### src/rtl/mult16_arbiter.sv
// Round-robin front end sharing one external 16x16 signed multiplier among N_REQ requesters.
// Each requester owns a slot: one op in flight, result held until its own handshake.
//   state | meaning
//   IDLE  | slot free, requester may be granted
//   BUSY  | operands issued, product not yet captured
//   DONE  | product held on res_data, res_valid high
module mult16_arbiter #(
  parameter int N_REQ    = 4,
  parameter int MULT_LAT = 2
) (
  input  logic                  sys_clk,
  input  logic                  sys_rst_n,
  input  logic [N_REQ-1:0]      req_valid,
  output logic [N_REQ-1:0]      req_ready,
  input  logic [16*N_REQ-1:0]   req_a,
  input  logic [16*N_REQ-1:0]   req_b,
  output logic [15:0]           mult_a,
  output logic [15:0]           mult_b,
  output logic                  mult_in_valid,
  input  logic [31:0]           mult_p,
  output logic [N_REQ-1:0]      res_valid,
  input  logic [N_REQ-1:0]      res_ready,
  output logic [32*N_REQ-1:0]   res_data
);

  localparam int IW = (N_REQ > 1) ? $clog2(N_REQ) : 1;
  localparam logic [IW:0] N_W = (IW+1)'(N_REQ);

  typedef enum logic [1:0] {IDLE, BUSY, DONE} slot_t;

  slot_t             slot_q [N_REQ];
  slot_t             slot_d [N_REQ];
  logic [31:0]       res_q  [N_REQ];
  logic [N_REQ-1:0]  cap_hit;
  logic [N_REQ-1:0]  elig;
  logic [N_REQ-1:0]  grant;
  logic [IW-1:0]     grant_idx;
  logic              found;
  logic [IW:0]       cand_sum;
  logic [IW-1:0]     cand;
  logic [IW-1:0]     last_grant;
  logic [IW-1:0]     issue_idx;
  logic              tag_v   [MULT_LAT];
  logic [IW-1:0]     tag_idx [MULT_LAT];
  logic              cap_valid;
  logic [IW-1:0]     cap_idx;
  logic              accept;

  // Search starts one past the last winner and wraps, so every requester gets a turn.
  always_comb begin
    elig      = '0;
    grant     = '0;
    grant_idx = '0;
    found     = 1'b0;
    cand_sum  = '0;
    cand      = '0;
    for (int i = 0; i < N_REQ; i++) begin
      elig[i] = req_valid[i] && (slot_q[i] == IDLE);
    end
    for (int k = 0; k < N_REQ; k++) begin
      cand_sum = {1'b0, last_grant} + (IW+1)'(k + 1);
      if (cand_sum >= N_W) cand_sum = cand_sum - N_W;
      cand = cand_sum[IW-1:0];
      if (!found && elig[cand]) begin
        found       = 1'b1;
        grant_idx   = cand;
        grant[cand] = 1'b1;
      end
    end
  end

  assign req_ready = grant & {N_REQ{sys_rst_n}};
  assign accept    = found;
  assign cap_valid = tag_v[MULT_LAT-1];
  assign cap_idx   = tag_idx[MULT_LAT-1];

  always_comb begin
    res_valid = '0;
    cap_hit   = '0;
    for (int i = 0; i < N_REQ; i++) begin
      slot_d[i]    = slot_q[i];
      res_valid[i] = (slot_q[i] == DONE);
      case (slot_q[i])
        IDLE: if (grant[i]) slot_d[i] = BUSY;
        BUSY: if (cap_valid && (cap_idx == IW'(i))) begin
          cap_hit[i] = 1'b1;
          slot_d[i]  = DONE;
        end
        DONE: if (res_ready[i]) slot_d[i] = IDLE;
        default: slot_d[i] = IDLE;
      endcase
    end
  end

  always_ff @(posedge sys_clk or negedge sys_rst_n) begin
    if (!sys_rst_n) begin
      for (int i = 0; i < N_REQ; i++) begin
        slot_q[i] <= IDLE;
        res_q[i]  <= '0;
      end
    end else begin
      for (int i = 0; i < N_REQ; i++) begin
        slot_q[i] <= slot_d[i];
        if (cap_hit[i]) res_q[i] <= mult_p;
      end
    end
  end

  always_ff @(posedge sys_clk or negedge sys_rst_n) begin
    if (!sys_rst_n) begin
      last_grant    <= IW'(N_REQ - 1);
      issue_idx     <= '0;
      mult_in_valid <= 1'b0;
      mult_a        <= '0;
      mult_b        <= '0;
    end else begin
      mult_in_valid <= accept;
      if (accept) begin
        last_grant <= grant_idx;
        issue_idx  <= grant_idx;
        mult_a     <= req_a[int'(grant_idx)*16 +: 16];
        mult_b     <= req_b[int'(grant_idx)*16 +: 16];
      end
    end
  end

  // Tags ride alongside the multiplier so the product lands in the slot that issued it.
  always_ff @(posedge sys_clk or negedge sys_rst_n) begin
    if (!sys_rst_n) begin
      for (int k = 0; k < MULT_LAT; k++) begin
        tag_v[k]   <= 1'b0;
        tag_idx[k] <= '0;
      end
    end else begin
      tag_v[0]   <= mult_in_valid;
      tag_idx[0] <= issue_idx;
      for (int k = 1; k < MULT_LAT; k++) begin
        tag_v[k]   <= tag_v[k-1];
        tag_idx[k] <= tag_idx[k-1];
      end
    end
  end

  for (genvar g = 0; g < N_REQ; g++) begin : g_res
    assign res_data[32*g +: 32] = res_q[g];
  end

endmodule

### config.mk
export PLATFORM = sky130hd
export DESIGN_NAME = mult16_arbiter
export DESIGN_NICKNAME = d
export VERILOG_FILES = /design/src/rtl/mult16_arbiter.sv
export SDC_FILE = /design/constraint.sdc
export NUM_CORES = 1
export LEC_CHECK = 0
export BUFFER_PORTS_ARGS = -buffer_cell sky130_fd_sc_hd__buf_2
export CAP_MARGIN = 20
export CELL_PAD_IN_SITES_DETAIL_PLACEMENT = 1
export CELL_PAD_IN_SITES_GLOBAL_PLACEMENT = 2
export CORE_MARGIN = 4
export CORE_UTILIZATION = 33
export DETAILED_ROUTE_END_ITERATION = 8
export HOLD_SLACK_MARGIN = 0.02
export PLACE_DENSITY_LB_ADDON = 0.1
export RECOVER_POWER = 50
export REMOVE_ABC_BUFFERS = 1
export SYNTH_ARGS = -nofsm -noshare
export SYNTH_HDL_FRONTEND = slang
export SYNTH_SLANG_ARGS = --single-unit
### constraint.sdc
create_clock -name sys_clk -period 6.6 [get_ports sys_clk]
set_input_delay 1.32 -clock sys_clk [delete_from_list [all_inputs] [get_ports sys_clk]]
set_output_delay 1.32 -clock sys_clk [all_outputs]
set_load 0.005 [all_outputs]
==> impl_metrics.csv, run 1 <==
group,metric,value,unit
critical_path,r2r_cells,10,
global_routing,grt_usage,18.9,%
global_routing,grt_pass1_vias,7097,
sta,clock_skew,0.0205,ns
finish,drive_gt1_share,50.3,%
clock_tree,cts_post_setup_buffers_inserted,0,
routing,routedWlPerCell,19.9,um
clock_tree,ctsLongestPathBuffers,2,
placed_design,numPortBuffers,338,
critical_path,required,5.28,ns
critical_path,crit_fanout,15,
logic_synthesis,yosysSeqAreaShare,54.0,%
logic_synthesis,synth.distinct_cells,49,
clock_tree,cts_sinks,179,
sta,period_needed,5.40,ns
sta,slew_viol_final,136,
critical_path,crit_arrival,4.08,ns
power_and_ir_drop,power_density,608,nW/um^2
power_and_ir_drop,p_leak,5.02,nW
floorplan,core-area,24500,sq um
logic_synthesis,syn-instance-count,643,
finish,area_delta_synth_final,30.5,%
placed_design,hpwl,19100,um
hold_path,hold_path_class,"register to register",
critical_path,r2r_end,"mult_a[14]",
routing,vias,6445,
critical_path,r2r-start,"last_grant[0]",
floorplan,die_area,27800,sq um
sta,clock.fmax,185,MHz
clock_tree,clkSlewWorstSetupHoldPaths,0.08,ns
sta,rsz0062_at_grt,"no",
routing,viasPerCell,4.89,
routing,wirelength,26300,um
floorplan,initial_core_util,33.8,%
global_routing,overflow,0,
clock_tree,clk_latency,0.43,ns
sta,tightest_slew,2.37,ns
sta,finalSetupViolCount,0,
finish,nets,1157,
critical_path,cp-start-kind,"register",
global_routing,grt_max_degree,64,
clock_tree,cts_resized,0,
clock_tree,holdBufCountCts,0,
sta,hold_violations,0,
logic_synthesis,synth_area,8300,sq um
floorplan,die_h,167,um
placed_design,place_congestion,0.820,
power_and_ir_drop,peakVddDrop,0.204,mV
critical_path,critPathKind,"register to primary output",
routing,dr.pass1.iters,4,
critical_path,worst_setup_path_end_kind,"primary output",
floorplan,io_pins,339,
flow_run,drv_cap,4,
global_routing,antenna_found_initial,2,
status,status,"complete, but fails checks",
floorplan,rows,57,
placed_design,place_ws,1.75,ns
placed_design,place_area,10300,sq um
finish,stdcell_area,10800,sq um
sta,relSlewSlack,-57.7,%
global_routing,grt_pass1_wl,41500,um
hold_path,worstHoldPathCells,0,
sta,setup_tns,0,ns
finish,final_common_cell,"buf_2",
clock_tree,cts_tree,"built",
hold_path,min_from,"tag_idx[2]",
routing,drtAntennaViolNets,0,
routing,post-route-drc-count,0,
status,failed_checks,"max-capacitance violations, max-slew violations",
logic_synthesis,synth_seq_cells,179,
sta,finalCritPeriodShare,81.9,%
floorplan,die_w,167,um
logic_synthesis,syn-mean-instance-area,12.9,sq um
clock_tree,cts_buffers,17,
routing,dr.first_iter.drc_count,214,
sta,setup_ws,1.20,ns
finish,final_cell_mix,"278 x buf_2, 177 x dfrtp_1, 159 x mux2_2",
clock_tree,htreeDepth,4,
logic_synthesis,yosys_warnings,0,
hold_path,holdPathEnd,"cap_idx[0]",
critical_path,reg2reg_slack,2.28,ns
clock_tree,cts-root-buf,"clkbuf_16",
==> report_power, final <==
part           internal (mW)  switching, mW  total, mW
logic                   1.69           1.85       3.54
clock network          0.513          0.509       1.02
registers               1.70          0.327       2.02
total                   3.90           2.69       6.59
==> metrics by stage <==
| step | cells | hold slack [ns] | power [mW] | utilization [%] |
|---|---|---|---|---|
| final | 1319 | 0.353 | 6.59 | 44.2 |
| after floorplan | 610 | 0.331 | 4.35 | - |
| after global placement | 1284 | 0.332 | 5.64 | 42.1 |
| after CTS | 1316 | 0.354 | 6.76 | 44.6 |
| after detailed placement | 1284 | 0.337 | 5.70 | 42.1 |
| after global routing | 1318 | 0.360 | 7.14 | 44.1 |
==> cells in the mapped netlist, drive strengths merged <==
cell type	count	area, sq um
buf	14	128
o211a	1	10.0
and3	1	6.26
nor3	7	35.0
nor4	4	31.3
nand3	3	15.0
a31oi	1	6.26
ha	8	100
dfstp	2	52.6
mux2	160	1810
clkbuf	19	71.3
a211oi	5	37.5
a21o	3	22.5
o41ai	1	8.76
a22oi	5	51.3
o21ai	4	20.0
o22ai	1	20.0
or3b	4	40.0
mux2i	34	353
mux4	3	67.6
nor2	7	26.3
inv	10	37.5
o211ai	34	280
a211o	1	8.76
nor3b	5	47.5
clkinv	2	7.51
o2111ai	1	8.76
o2111a	1	11.3
dfrtp	177	4430
nor2b	7	43.8
a21oi	1	8.76
or4bb	1	11.3
nand4	1	6.26
nand3b	1	7.51
o311ai	3	26.3
a221oi	4	35.0
nand2	103	387
o2bb2ai	1	15.0
and2	2	12.5
nor4b	1	8.76
==> worst max-delay path, cell delays in order, from the launching register on <==
cell and delay (ns):
dfstp_2 0.74, clkinv_1 0.39, ha_1 0.56, or4bb_1 0.47, o211a_1 0.20, nor2_1 0.43, nor2_1 0.12, a221oi_1 0.48
nor2b_1 0.10, buf_2 0.15
==> state kept, by name, summed over array words and instances (netlist names) <==
name / flops
cap_idx: 2
cap_valid: 1
issue_idx: 2
last_grant: 2
mult_a: 16
mult_b: 16
mult_in_valid: 1
res_data: 128
slot_q: 8
tag_idx: 2
tag_v: 1
==> worst max-delay path by stage <==
| stage | start | endpoint | slack (ns) |
|---|---|---|---|
| 3_3_place_gp | last_grant[0] | req_ready[2] | 1.75 |
| 4_1_cts | last_grant[0] | req_ready[2] | 1.25 |
| 6_report | last_grant[0] | req_ready[2] | 1.20 |
| 5_1_grt | last_grant[0] | req_ready[2] | 1.00 |
| 3_5_place_dp | last_grant[0] | req_ready[2] | 1.75 |
| 2_1_floorplan | req_valid[3] | mult_a[10] | 1.21 |
==> cells by family (layout without fill, tap and decap cells) <==
family | after synthesis | in the layout | synth area share (%)
multiplexers | 197 | 197 | 26.8
flip-flops | 179 | 179 | 54.0
AND/OR/NAND/NOR | 147 | 147 | 8.17
AO/OA/AOI/OAI | 67 | 67 | 6.87
buffers and inverters | 45 | 394 | 2.94
adder cells (fa/ha/maj) | 8 | 8 | 1.21
other | 0 | 3 | 0
==> area by class of cell <==
cell class,instances,area (sq um)
Sequential cell,179,4480
Antenna cell,3,7.51
Tap cell,324,405
Multi-Input combinational cell,419,3590
Clock inverter,15,178
Fill cell,2751,13700
Clock buffer,17,425
Timing Repair Buffer,350,1700
Inverter,12,45.0
==> layer usage <==
layer  wire length [um]  share of wire [%]  track usage, %
met1              10300                 39            22.4
met3               1840                7.0            6.71
met4                497                1.9            4.55
met5                  0                  0               0
met2              13600                 52            32.8
Power figures use the tool's default switching activity.
==> run 2, diff against run 1 <==
CORE_UTILIZATION = 30   (was 33)
clock period = 5.3 ns   (was 6.6 ns; I/O delays follow)
==> run 2 against run 1 <==
Net effect:
- the run still ends with max-capacitance violations, max-slew violations left
- sequential power increased by 24%
- critical path type unchanged
- first-iteration DRC count up 7.5%
- clock power increased by 28%
- via count increased by 0.11%
- flip-flop and latch count stayed put
- power up 27%
- critical path depth increased by 1
- die area rose by 9.5%
- non-clock buffer count grew 1
- worst hold slack gained 0.00089 ns
- register-to-register slack lost 1.1 ns
- cell area increased by 1.7%
==> impl_metrics.csv, run 2 (same netlist as run 1, synthesis figures left out) <==
group,metric,value,unit
clock_tree,cts_tree,"built",
floorplan,die_w,174,um
critical_path,path_cells,"clkinv_1, ha_1, inv_1, mux4_2, and2_1, a22oi_1, nor2_1, a221oi_1, nor2b_1, buf_2",
flow_run,drv_cap,4,
critical_path,critPathSlowestCell,"dfstp_2",
critical_path,required,4.24,ns
clock_tree,clkSlewWorstSetupHoldPaths,0.08,ns
hold_path,hold_path_class,"register to register",
placed_design,placed_cells,1333,
global_routing,grt_pass1_vias,7034,
finish,final_cell_mix,"337 x buf_2, 177 x dfrtp_1, 159 x mux2_2",
status,status,"complete, but fails checks",
critical_path,r2r_cells,10,
clock_tree,cts_buffers,17,
routing,post-route-drc-count,0,
finish,final_cells,1367,
routing,drtAntennaViolNets,0,
routing,vias,6452,
floorplan,io_pins,339,
finish,nFillCells,3043,
floorplan,rows,60,
global_routing,grt_pass1_wl,41700,um
floorplan,die_h,174,um
floorplan,initial_core_util,30.6,%
global_routing,antenna_found_initial,3,
clock_tree,htreeDepth,4,
clock_tree,clk_latency,0.44,ns
sta,clock_skew,0.0210,ns
clock_tree,cts-root-buf,"clkbuf_16",
routing,met1_length,10600,um
routing,wl_met3,1910,um
finish,largest_reg_flops,128,
finish,area_delta_synth_final,32.8,%
critical_path,worst_setup_path_end_kind,"primary output",
hold_path,min_from,"tag_idx[3]",
power_and_ir_drop,peakVddDrop,0.328,mV
routing,dr.first_iter.drc_count,230,
sta,slew_viol_final,218,
critical_path,critPathKind,"register to primary output",
floorplan,core-area,27100,sq um
clock_tree,cts_sinks,179,
hold_path,worstHoldPathCells,0,
hold_path,holdPathEnd,"cap_idx[1]",
placed_design,hpwl,19600,um
sta,tightest_slew,2.96,ns
finish,nets,1158,
power_and_ir_drop,power_density,758,nW/um^2
clock_tree,ctsLongestPathBuffers,2,
critical_path,r2r-start,"last_grant[0]",
routing,viasPerCell,4.72,
critical_path,cp-start-kind,"register",
placed_design,place_congestion,0.821,
sta,period_needed,5.01,ns
critical_path,crit_family,"flip-flops",
sta,setup_tns,0,ns
critical_path,crit_arrival,3.95,ns
sta,hold_violations,0,
global_routing,grt_max_degree,116,
routing,wl_met2,14000,um
finish,multi_input_area,3600,sq um
clock_tree,holdBufCountCts,0,
sta,relSlewSlack,-97.6,%
critical_path,crit_fanout,15,
placed_design,numPortBuffers,338,
routing,wirelength,26700,um
sta,clock.fmax,199,MHz
clock_tree,cts_post_setup_buffers_inserted,0,
power_and_ir_drop,p_leak,5.21,nW
critical_path,cp_num_buf_inv,3,
finish,drive_gt1_share,56.6,%
sta,rsz0062_at_grt,"no",
global_routing,overflow,0,
power_and_ir_drop,power,8.35,mW
finish,final_common_cell,"buf_2",
sta,finalSetupViolCount,0,
floorplan,die_area,30400,sq um
routing,dr.pass1.iters,4,
critical_path,crit_path_max_incr_delay,0.74,ns
status,failed_checks,"max-capacitance violations, max-slew violations",
routing,top_layer,"met5",
critical_path,reg2reg_slack,1.17,ns
sta,finalCritPeriodShare,94.6,%
critical_path,r2r_end,"mult_a[0]",
global_routing,grt_usage,17.5,%
routing,routedWlPerCell,19.6,um
clock_tree,cts_resized,0,
finish,seqCellArea,4480,sq um
## run 2: cell count changes in the layout (fill, tap and decap cells not counted), moves of 2 or more
cell	before	now
buf_2	278	337
clkinv_4	3	0
clkinv_8	5	7
clkbuf_1	63	3
## run 2: worst max path at each step
| stage | startpoint | end | slack, ns | cells past startpoint |
|---|---|---|---|---|
| after CTS | last_grant[0] | req_ready[0] | 0.23 | 9 |
| after floorplan | req_valid[3] | mult_a[10] | 0.17 | 7 |
| after global placement | last_grant[0] | req_ready[0] | 0.82 | 9 |
| final | last_grant[0] | req_ready[0] | 0.29 | 10 |
| after global routing | last_grant[0] | req_ready[0] | 0.08 | 10 |
| after detailed placement | last_grant[0] | req_ready[0] | 0.73 | 9 |
## run 2: per-layer routing
| metal | vias to the layer above | global-route usage, % |
|---|---|---|
| met5 | - | 0 |
| met3 | 17 | 6.09 |
| met2 | 174 | 31.0 |
| li1 | 2987 | - |
| met4 | 2 | 4.03 |
| met1 | 3272 | 20.3 |
## run 2: layout make-up
type                            count  area share (%)
Antenna cell                        2          0.0454
Clock buffer                       17            3.86
Clock inverter                     15            1.84
Inverter                           12           0.409
Multi-Input combinational cell    419            32.7
Sequential cell                   179            40.7
Tap cell                          372            4.22
Timing Repair Buffer              351            16.3
## run 2: per-stage QoR
step / hold slack, ns / area, sq um / setup slack, ns / utilization [%]
after floorplan: 0.331 / 8100 / 0.175 / -
after global placement: 0.333 / 10400 / 0.822 / 38.5
after detailed placement: 0.336 / 10400 / 0.730 / 38.5
after CTS: 0.357 / 11000 / 0.234 / 40.8
after global routing: 0.375 / 11000 / 0.0781 / 40.7
final: 0.354 / 11000 / 0.286 / 40.7
## run 2: power breakdown
group / internal (mW) / leakage [nW] / switching [mW] / total [mW]
logic: 2.21 / 2.78 / 2.32 / 4.53
clock network: 0.653 / 0.303 / 0.660 / 1.31
registers: 2.11 / 2.13 / 0.389 / 2.50
total: 4.98 / 5.21 / 3.37 / 8.35
